--- config.mk ---
export PLATFORM = sky130hd
export DESIGN_NAME = sbus_mem_seq_flat
export DESIGN_NICKNAME = d
export VERILOG_FILES = /design/src/rtl/sbus_mem_seq_if.sv /design/src/rtl/sbus_mem_seq.sv /design/src/flat_wrapper.sv
export SDC_FILE = /design/constraint.sdc
export NUM_CORES = 1
export LEC_CHECK = 0
export CAP_MARGIN = 20
export CORE_ASPECT_RATIO = 0.7
export CORE_MARGIN = 1.5
export CORE_UTILIZATION = 40
export CTS_BUF_LIST = sky130_fd_sc_hd__clkbuf_8 sky130_fd_sc_hd__clkbuf_16
export DETAILED_ROUTE_END_ITERATION = 12
export DONT_BUFFER_PORTS = 1
export MAX_ROUTING_LAYER = met4
export PLACE_DENSITY = 0.53
export SYNTH_ARGS = -nofsm -noshare
export SYNTH_HDL_FRONTEND = slang
export SYNTH_SLANG_ARGS = --single-unit
export TNS_END_PERCENT = 20
--- constraint.sdc ---
create_clock -name clk -period 1.7 [get_ports clk]
set_clock_uncertainty 0.05 [all_clocks]
set_input_delay 0.255 -clock clk [delete_from_list [all_inputs] [get_ports clk]]
set_output_delay 0.255 -clock clk [all_outputs]
set_load 0.02 [all_outputs]
--- src/rtl/sbus_mem_seq_if.sv ---
// Request-side and SBUS-side signals of the MBOX memory request sequencer.
// The slave view belongs to the sequencer; the master view drives it.
interface sbus_mem_seq_if;
   logic        rq_valid;
   logic        rq_ready;
   logic        rq_write;
   logic        rq_chan;
   logic [21:0] rq_adr;
   logic [3:0]  rq_mask;
   logic        mem_start_a;
   logic        mem_start_b;
   logic        mem_rd_rq;
   logic        mem_wr_rq;
   logic [21:0] mem_adr;
   logic [3:0]  mem_wd_rq;
   logic        sbus_ackn;
   logic        sbus_data_valid;
   logic [35:0] sbus_data;
   logic        sbus_par;
   logic        ackn_pulse;
   logic        core_busy;
   logic        core_rd_in_prog;
   logic        rd_word_valid;
   logic [1:0]  rd_word_sel;
   logic [35:0] rd_word;
   logic        rd_nxm_data;
   logic        rd_par_err;
   logic        nxm_err;
   logic        dv_timeout_err;
   logic        err_clr;

   modport slave (
      input  rq_valid, rq_write, rq_chan, rq_adr, rq_mask,
      input  sbus_ackn, sbus_data_valid, sbus_data, sbus_par, err_clr,
      output rq_ready, mem_start_a, mem_start_b, mem_rd_rq, mem_wr_rq,
      output mem_adr, mem_wd_rq, ackn_pulse, core_busy, core_rd_in_prog,
      output rd_word_valid, rd_word_sel, rd_word, rd_nxm_data, rd_par_err,
      output nxm_err, dv_timeout_err
   );

   modport master (
      output rq_valid, rq_write, rq_chan, rq_adr, rq_mask,
      output sbus_ackn, sbus_data_valid, sbus_data, sbus_par, err_clr,
      input  rq_ready, mem_start_a, mem_start_b, mem_rd_rq, mem_wr_rq,
      input  mem_adr, mem_wd_rq, ackn_pulse, core_busy, core_rd_in_prog,
      input  rd_word_valid, rd_word_sel, rd_word, rd_nxm_data, rd_par_err,
      input  nxm_err, dv_timeout_err
   );
endinterface

--- src/rtl/sbus_mem_seq.sv ---
// SBUS memory request sequencer: issues START A/B, runs the ACKN and DATA VALID
// handshake, orders returned quad words and synthesizes NXM / timeout fill words.
module sbus_mem_seq #(
   parameter int NXM_LIMIT = 32,
   parameter int DV_LIMIT  = 64
) (
   input  logic           clk,
   input  logic           RESET,
   sbus_mem_seq_if.slave  bus
);

   localparam int MAX_LIMIT = (NXM_LIMIT > DV_LIMIT) ? NXM_LIMIT : DV_LIMIT;
   localparam int CW        = $clog2(MAX_LIMIT);
   localparam logic [CW-1:0] NXM_LAST = CW'(NXM_LIMIT - 1);
   localparam logic [CW-1:0] DV_LAST  = CW'(DV_LIMIT - 1);

   typedef enum logic [1:0] {
      IDLE     = 2'd0,
      START    = 2'd1,
      RD_WAIT  = 2'd2,
      NXM_FILL = 2'd3
   } state_t;

   state_t      state_q, state_d;
   logic [CW-1:0] cnt_q, cnt_d;
   logic        write_q, write_d;
   logic        chan_q, chan_d;
   logic [1:0]  ptr_q, ptr_d;
   logic [3:0]  rem_q, rem_d;
   logic        start_a_q, start_a_d;
   logic        start_b_q, start_b_d;
   logic        rd_rq_q, rd_rq_d;
   logic        wr_rq_q, wr_rq_d;
   logic [21:0] adr_q, adr_d;
   logic [3:0]  wd_q, wd_d;
   logic        ackn_q, ackn_d;
   logic        busy_q, busy_d;
   logic        in_prog_q, in_prog_d;
   logic        word_valid_q, word_valid_d;
   logic [1:0]  word_sel_q, word_sel_d;
   logic [35:0] word_q, word_d;
   logic        nxm_data_q, nxm_data_d;
   logic        par_err_q, par_err_d;
   logic        nxm_err_q, nxm_err_d;
   logic        dv_err_q, dv_err_d;

   logic [1:0]  cur_sel;
   logic [3:0]  rem_after;
   logic        deliver;
   logic        fill;

   // Next word to deliver: first still-pending mask bit at or after the pointer, mod 4.
   always_comb begin
      cur_sel = ptr_q;
      for (int k = 3; k >= 0; k--) begin
         if (rem_q[ptr_q + 2'(k)]) cur_sel = ptr_q + 2'(k);
      end
      rem_after = rem_q & ~(4'b0001 << cur_sel);
   end

   always_comb begin
      state_d      = state_q;
      cnt_d        = cnt_q;
      write_d      = write_q;
      chan_d       = chan_q;
      ptr_d        = ptr_q;
      rem_d        = rem_q;
      adr_d        = adr_q;
      wd_d         = wd_q;
      start_a_d    = 1'b0;
      start_b_d    = 1'b0;
      rd_rq_d      = 1'b0;
      wr_rq_d      = 1'b0;
      ackn_d       = 1'b0;
      word_valid_d = 1'b0;
      word_sel_d   = 2'd0;
      word_d       = 36'd0;
      nxm_data_d   = 1'b0;
      par_err_d    = 1'b0;
      nxm_err_d    = nxm_err_q & ~bus.err_clr;
      dv_err_d     = dv_err_q & ~bus.err_clr;
      deliver      = 1'b0;
      fill         = 1'b0;

      case (state_q)
         IDLE: begin
            if (bus.rq_valid) begin
               write_d = bus.rq_write;
               chan_d  = bus.rq_chan;
               adr_d   = bus.rq_adr;
               wd_d    = bus.rq_mask;
               rem_d   = bus.rq_mask;
               ptr_d   = bus.rq_adr[1:0];
               if (bus.rq_mask != 4'd0) begin
                  state_d   = START;
                  cnt_d     = '0;
                  start_a_d = ~bus.rq_chan;
                  start_b_d = bus.rq_chan;
                  rd_rq_d   = ~bus.rq_write;
                  wr_rq_d   = bus.rq_write;
               end
            end
         end
         START: begin
            // A real ACKN on the limit cycle takes priority over declaring NXM.
            if (bus.sbus_ackn) begin
               ackn_d  = 1'b1;
               cnt_d   = '0;
               state_d = write_q ? IDLE : RD_WAIT;
            end else if (cnt_q == NXM_LAST) begin
               ackn_d    = 1'b1;
               nxm_err_d = 1'b1;
               state_d   = write_q ? IDLE : NXM_FILL;
            end else begin
               cnt_d     = cnt_q + CW'(1);
               start_a_d = ~chan_q;
               start_b_d = chan_q;
               rd_rq_d   = ~write_q;
               wr_rq_d   = write_q;
            end
         end
         RD_WAIT: begin
            if (bus.sbus_data_valid) begin
               deliver = 1'b1;
               cnt_d   = '0;
            end else if (cnt_q == DV_LAST) begin
               dv_err_d = 1'b1;
               state_d  = NXM_FILL;
            end else begin
               cnt_d = cnt_q + CW'(1);
            end
         end
         NXM_FILL: begin
            deliver = 1'b1;
            fill    = 1'b1;
         end
         default: state_d = IDLE;
      endcase

      if (deliver) begin
         word_valid_d = 1'b1;
         word_sel_d   = cur_sel;
         word_d       = fill ? 36'd0 : bus.sbus_data;
         nxm_data_d   = fill;
         par_err_d    = fill ? 1'b0 : ~^{bus.sbus_data, bus.sbus_par};
         rem_d        = rem_after;
         ptr_d        = cur_sel + 2'd1;
         if (rem_after == 4'd0) state_d = IDLE;
      end

      busy_d    = (state_d != IDLE);
      in_prog_d = (state_d == RD_WAIT) || (state_d == NXM_FILL);
   end

   always_ff @(posedge clk) begin
      if (RESET) begin
         state_q      <= IDLE;
         cnt_q        <= '0;
         write_q      <= 1'b0;
         chan_q       <= 1'b0;
         ptr_q        <= 2'd0;
         rem_q        <= 4'd0;
         adr_q        <= 22'd0;
         wd_q         <= 4'd0;
         start_a_q    <= 1'b0;
         start_b_q    <= 1'b0;
         rd_rq_q      <= 1'b0;
         wr_rq_q      <= 1'b0;
         ackn_q       <= 1'b0;
         busy_q       <= 1'b0;
         in_prog_q    <= 1'b0;
         word_valid_q <= 1'b0;
         word_sel_q   <= 2'd0;
         word_q       <= 36'd0;
         nxm_data_q   <= 1'b0;
         par_err_q    <= 1'b0;
         nxm_err_q    <= 1'b0;
         dv_err_q     <= 1'b0;
      end else begin
         state_q      <= state_d;
         cnt_q        <= cnt_d;
         write_q      <= write_d;
         chan_q       <= chan_d;
         ptr_q        <= ptr_d;
         rem_q        <= rem_d;
         adr_q        <= adr_d;
         wd_q         <= wd_d;
         start_a_q    <= start_a_d;
         start_b_q    <= start_b_d;
         rd_rq_q      <= rd_rq_d;
         wr_rq_q      <= wr_rq_d;
         ackn_q       <= ackn_d;
         busy_q       <= busy_d;
         in_prog_q    <= in_prog_d;
         word_valid_q <= word_valid_d;
         word_sel_q   <= word_sel_d;
         word_q       <= word_d;
         nxm_data_q   <= nxm_data_d;
         par_err_q    <= par_err_d;
         nxm_err_q    <= nxm_err_d;
         dv_err_q     <= dv_err_d;
      end
   end

   assign bus.rq_ready        = (state_q == IDLE) && !RESET;
   assign bus.mem_start_a     = start_a_q;
   assign bus.mem_start_b     = start_b_q;
   assign bus.mem_rd_rq       = rd_rq_q;
   assign bus.mem_wr_rq       = wr_rq_q;
   assign bus.mem_adr         = adr_q;
   assign bus.mem_wd_rq       = wd_q;
   assign bus.ackn_pulse      = ackn_q;
   assign bus.core_busy       = busy_q;
   assign bus.core_rd_in_prog = in_prog_q;
   assign bus.rd_word_valid   = word_valid_q;
   assign bus.rd_word_sel     = word_sel_q;
   assign bus.rd_word         = word_q;
   assign bus.rd_nxm_data     = nxm_data_q;
   assign bus.rd_par_err      = par_err_q;
   assign bus.nxm_err         = nxm_err_q;
   assign bus.dv_timeout_err  = dv_err_q;

endmodule

--- src/flat_wrapper.sv ---
// flat-port wrapper written by rule: the top's interface ports become plain ports
module sbus_mem_seq_flat 
#(
   parameter int NXM_LIMIT = 32,
   parameter int DV_LIMIT  = 64
)
  (clk, RESET, bus_rq_valid, bus_rq_write, bus_rq_chan, bus_rq_adr, bus_rq_mask, bus_sbus_ackn, bus_sbus_data_valid, bus_sbus_data, bus_sbus_par, bus_err_clr, bus_rq_ready, bus_mem_start_a, bus_mem_start_b, bus_mem_rd_rq, bus_mem_wr_rq, bus_mem_adr, bus_mem_wd_rq, bus_ackn_pulse, bus_core_busy, bus_core_rd_in_prog, bus_rd_word_valid, bus_rd_word_sel, bus_rd_word, bus_rd_nxm_data, bus_rd_par_err, bus_nxm_err, bus_dv_timeout_err);
  sbus_mem_seq_if bus_i ();
  input  logic clk;
  input  logic RESET;
  input wire logic [$bits(bus_i.rq_valid)-1:0] bus_rq_valid;
  input wire logic [$bits(bus_i.rq_write)-1:0] bus_rq_write;
  input wire logic [$bits(bus_i.rq_chan)-1:0] bus_rq_chan;
  input wire logic [$bits(bus_i.rq_adr)-1:0] bus_rq_adr;
  input wire logic [$bits(bus_i.rq_mask)-1:0] bus_rq_mask;
  input wire logic [$bits(bus_i.sbus_ackn)-1:0] bus_sbus_ackn;
  input wire logic [$bits(bus_i.sbus_data_valid)-1:0] bus_sbus_data_valid;
  input wire logic [$bits(bus_i.sbus_data)-1:0] bus_sbus_data;
  input wire logic [$bits(bus_i.sbus_par)-1:0] bus_sbus_par;
  input wire logic [$bits(bus_i.err_clr)-1:0] bus_err_clr;
  output wire logic [$bits(bus_i.rq_ready)-1:0] bus_rq_ready;
  output wire logic [$bits(bus_i.mem_start_a)-1:0] bus_mem_start_a;
  output wire logic [$bits(bus_i.mem_start_b)-1:0] bus_mem_start_b;
  output wire logic [$bits(bus_i.mem_rd_rq)-1:0] bus_mem_rd_rq;
  output wire logic [$bits(bus_i.mem_wr_rq)-1:0] bus_mem_wr_rq;
  output wire logic [$bits(bus_i.mem_adr)-1:0] bus_mem_adr;
  output wire logic [$bits(bus_i.mem_wd_rq)-1:0] bus_mem_wd_rq;
  output wire logic [$bits(bus_i.ackn_pulse)-1:0] bus_ackn_pulse;
  output wire logic [$bits(bus_i.core_busy)-1:0] bus_core_busy;
  output wire logic [$bits(bus_i.core_rd_in_prog)-1:0] bus_core_rd_in_prog;
  output wire logic [$bits(bus_i.rd_word_valid)-1:0] bus_rd_word_valid;
  output wire logic [$bits(bus_i.rd_word_sel)-1:0] bus_rd_word_sel;
  output wire logic [$bits(bus_i.rd_word)-1:0] bus_rd_word;
  output wire logic [$bits(bus_i.rd_nxm_data)-1:0] bus_rd_nxm_data;
  output wire logic [$bits(bus_i.rd_par_err)-1:0] bus_rd_par_err;
  output wire logic [$bits(bus_i.nxm_err)-1:0] bus_nxm_err;
  output wire logic [$bits(bus_i.dv_timeout_err)-1:0] bus_dv_timeout_err;
  assign bus_i.rq_valid = bus_rq_valid;
  assign bus_i.rq_write = bus_rq_write;
  assign bus_i.rq_chan = bus_rq_chan;
  assign bus_i.rq_adr = bus_rq_adr;
  assign bus_i.rq_mask = bus_rq_mask;
  assign bus_i.sbus_ackn = bus_sbus_ackn;
  assign bus_i.sbus_data_valid = bus_sbus_data_valid;
  assign bus_i.sbus_data = bus_sbus_data;
  assign bus_i.sbus_par = bus_sbus_par;
  assign bus_i.err_clr = bus_err_clr;
  assign bus_rq_ready = bus_i.rq_ready;
  assign bus_mem_start_a = bus_i.mem_start_a;
  assign bus_mem_start_b = bus_i.mem_start_b;
  assign bus_mem_rd_rq = bus_i.mem_rd_rq;
  assign bus_mem_wr_rq = bus_i.mem_wr_rq;
  assign bus_mem_adr = bus_i.mem_adr;
  assign bus_mem_wd_rq = bus_i.mem_wd_rq;
  assign bus_ackn_pulse = bus_i.ackn_pulse;
  assign bus_core_busy = bus_i.core_busy;
  assign bus_core_rd_in_prog = bus_i.core_rd_in_prog;
  assign bus_rd_word_valid = bus_i.rd_word_valid;
  assign bus_rd_word_sel = bus_i.rd_word_sel;
  assign bus_rd_word = bus_i.rd_word;
  assign bus_rd_nxm_data = bus_i.rd_nxm_data;
  assign bus_rd_par_err = bus_i.rd_par_err;
  assign bus_nxm_err = bus_i.nxm_err;
  assign bus_dv_timeout_err = bus_i.dv_timeout_err;
  sbus_mem_seq #(.NXM_LIMIT(NXM_LIMIT), .DV_LIMIT(DV_LIMIT)) u_core (.clk(clk), .RESET(RESET), .bus(bus_i));
endmodule
==> impl_metrics.env <==
export IMPL_status="complete, but fails checks"
export IMPL_violations="setup timing"
export IMPL_synth_enable_flop_cells=0
export IMPL_clk_latency_ps=330
export IMPL_reg2reg_slack_ps=-60
export IMPL_netlist_area_um2=3650
export IMPL_slowest_stage="or4_4"
export IMPL_min_to="u_core.bus.mem_adr[2]"
export IMPL_pre_cts_ws_ps=-46.23
export IMPL_syn_to_final_growth_pct=39.77
export IMPL_drt_pass1_iterations=4
export IMPL_grtUsageTotal=0.2055
export IMPL_setup_viol=3
export IMPL_path_cells="ha_4 -> nand4_1 -> nor2_2 -> nor2_2 -> or4_4 -> a21oi_4 -> a21oi_2"
export IMPL_die_y_um=82.92
export IMPL_cts_tree="built"
export IMPL_cellInternalPower_mw=4.565
export IMPL_cp_end_kind="register"
export IMPL_hold_violations=0
export IMPL_num_rows=28
export IMPL_max_freq_mhz=567.8
export IMPL_cp_max_fo=2
export IMPL_nFillCells=771
export IMPL_holdPathStages=2
export IMPL_synth_adder_area_share=0.02057
export IMPL_cts_buffers=9
export IMPL_synth_distinct_cells=45
export IMPL_viasPerCell=5.015
export IMPL_total_power_mw=6.501
export IMPL_globalplace_congestion=0.8369
export IMPL_ff_latch_area_um2=1854
export IMPL_p_seq_frac=0.418
export IMPL_powerDensity_nw_per_um2=1274
export IMPL_multi_input_area_um2=1848
export IMPL_min_delay_start="bus_rq_adr[2]"
export IMPL_clock_power_share=0.336
export IMPL_synth_compound_area_frac=0.1409
export IMPL_synth_mux_area_frac=0.005828
export IMPL_htree_levels=3
export IMPL_arrival_ps=1930
export IMPL_fin_setup_tns_ps=-117.2
export IMPL_worst_path_largest_cell_delay_ps=490
export IMPL_wl_met2_mm=4.663
export IMPL_synth_seq_area_share=0.5046
export IMPL_dr_max_layer_used="met4"
export IMPL_core_um2=8653
export IMPL_wl_met3_um=828
export IMPL_leakage_nw=1.983
export IMPL_avgSynthCellArea_um2=8.902
export IMPL_synth_top_family_by_area="simple AND/OR/NAND/NOR gates"
export IMPL_synthSimpleGateAreaFrac=0.2081
export IMPL_synth_xor_area_frac=0.09016
export IMPL_die_area_um2=9716
export IMPL_maxCapViolations=0
export IMPL_drt_iter0_markers=112
export IMPL_finalCritPeriodShare=1.036
export IMPL_overflow=0
export IMPL_async_flop_share=0
export IMPL_drt_antenna_violating_nets=0
export IMPL_p_comb_frac=0.246
export IMPL_required_ps=1870
export IMPL_drt_total_wl_mm=9.730
export IMPL_syn_nets=487
export IMPL_layout_common_cells="86 x dfxtp_1, 66 x nand2_1, 54 x dlygate4sd3_1"
export IMPL_ys_seq_elements=92
export IMPL_cp_depth=7
export IMPL_vdd_drop_max_uv=789.6
export IMPL_nets=570
export IMPL_clk_pin_slew_ps=60
export IMPL_port_buffers=0
export IMPL_crit_family="simple AND/OR/NAND/NOR gates"
export IMPL_clockBufferDepth=2
export IMPL_synthCells=410
export IMPL_cts_root_buffer="clkbuf_16"
export IMPL_hp_class="primary input to register"
export IMPL_grt_pass1_vias=3007
export IMPL_rr_worst_depth=7
export IMPL_crit_type="register to register"
export IMPL_r2r_end="u_core.bus.core_busy"
export IMPL_grt_pass1_wl_mm=15.19
export IMPL_r2r_start="u_core.cnt_q[1]"
export IMPL_final_common_cell="dfxtp_1"
export IMPL_drc=0
export IMPL_vias=3099
export IMPL_worst_path_buf_inv=0
export IMPL_worst_setup_path_start_kind="register"
export IMPL_synth_flop_cell="dfxtp_1"
export IMPL_drive_gt1_frac=0.1807
export IMPL_slew_headroom=0.6416
export IMPL_cts_num_sinks=92
export IMPL_cpMostUsedCell="nor2_2"
export IMPL_fin_ws_ps=-61.29
export IMPL_maxSlewViolCount=0
export IMPL_diodes=0
export IMPL_swShare=0.2977
export IMPL_grt_max_degree=49
export IMPL_die_w_um=117.2
export IMPL_switchingPower_mw=1.935
export IMPL_utilization=0.5895
export IMPL_rsz0062_at_grt="true"
export IMPL_wirelength_met1_mm=4.148
export IMPL_yosysWarnings=0
export IMPL_avgRoutedWirePerCell_um=15.74
export IMPL_io_pins=148
export IMPL_tightest_slew_ps=530.6
export IMPL_period_needed_ps=1761
export IMPL_antenna_found_initial=0
export IMPL_dp_final_hpwl_mm=6.287
export IMPL_start_util=0.4218
-- worst max-delay path by stage --
stage,slack [ps],start,end
2_1_floorplan,-3,u_core.state_q[1],u_core.cnt_q[0]
3_3_place_gp,6,u_core.state_q[0],u_core.ptr_q[0]
3_5_place_dp,-50,u_core.cnt_q[1],u_core.bus.core_busy
4_1_cts,-9,u_core.cnt_q[1],u_core.bus.core_busy
5_1_grt,-160,u_core.cnt_q[1],u_core.bus.core_busy
6_report,-60,u_core.cnt_q[1],u_core.bus.core_busy
-- cell families after synthesis --
group                      count (synthesis)
and+or+nand+nor                          159
DFF                                       92
AOI/OAI and AO/OA                         87
xor gates and xnor gates                  36
buffers and inverters                     28
adders and majority gates                  6
muxes                                      2
-- flip-flops by register name (all words and copies together), names as in the netlist, 2 cells and up --
| name | cells |
|---|---|
| u_core.bus.rd_word | 36 |
| u_core.bus.mem_adr | 22 |
| u_core.cnt_q | 6 |
| u_core.bus.mem_wd_rq | 4 |
| u_core.rem_q | 4 |
| u_core.bus.rd_word_sel | 2 |
| u_core.ptr_q | 2 |
| u_core.state_q | 2 |
-- power groups by stage --
stage / Clock [mW] / Sequential (mW) / Combinational [mW]
final: 2.18 / 2.72 / 1.60
after global routing: 2.33 / 2.74 / 1.75
after CTS: 2.24 / 2.69 / 1.40
after detailed placement: 0 / 2.74 / 1.26
after global placement: 0 / 2.74 / 1.23
after floorplan: 0 / 2.67 / 0.914
-- cell type report --
type	count	area share
inverters	8	0.006868
flip-flops and latches	92	0.3635
clock buffers	11	0.04955
well taps	120	0.02943
clock inverters	5	0.01619
multi-input cells	290	0.3623
repair buffers	92	0.1722
-- cell usage after synthesis (2+ instances only) --
cell type,instances,area [µm²]
nand2b_1,3,18.77
clkbuf_1,16,60.06
inv_1,8,30.03
xor2_1,6,52.55
dfxtp_1,92,1842
a22oi_1,4,30.03
o31ai_1,2,15.01
o21ai_0,10,50.05
nor2_1,28,105.1
or4_1,2,15.01
nor3_1,4,20.02
o211ai_1,2,15.01
nand3b_1,3,22.52
ha_1,6,75.07
o22a_1,2,17.52
a21o_1,2,15.01
buf_2,2,10.01
xnor2_1,29,254.0
nand2_1,66,247.7
and2_1,38,237.7
nand3_1,3,15.01
a32oi_1,2,17.52
a21oi_1,52,260.3
nor2b_1,7,43.79
-- routing by layer --
layer	GRT usage	up-vias
li1	-	1518
met1	0.2618	1459
met2	0.3171	113
met3	0.06788	9
met4	0.04600	0
met5	-	-
-- per-stage QoR --
step | area, µm² | cells | hold WS [ps]
after floorplan | 3664 | 410 | 326.7
after global placement | 3980 | 539 | 278.0
after detailed placement | 3980 | 539 | 281.4
after CTS | 4875 | 608 | 0.3598
after global routing | 5101 | 618 | 0.6101
final | 5101 | 618 | 10.96
-- repair_timing --
item	CTS	global route
gates cloned	0	0
hold endpoints to repair	84	2
resized for setup	7	36
setup endpoints to repair	12	64
hold buffers	53	2
buffers inserted	0	8
pin swaps	1	16
No activity file was read; power rests on OpenSTA's default activity.
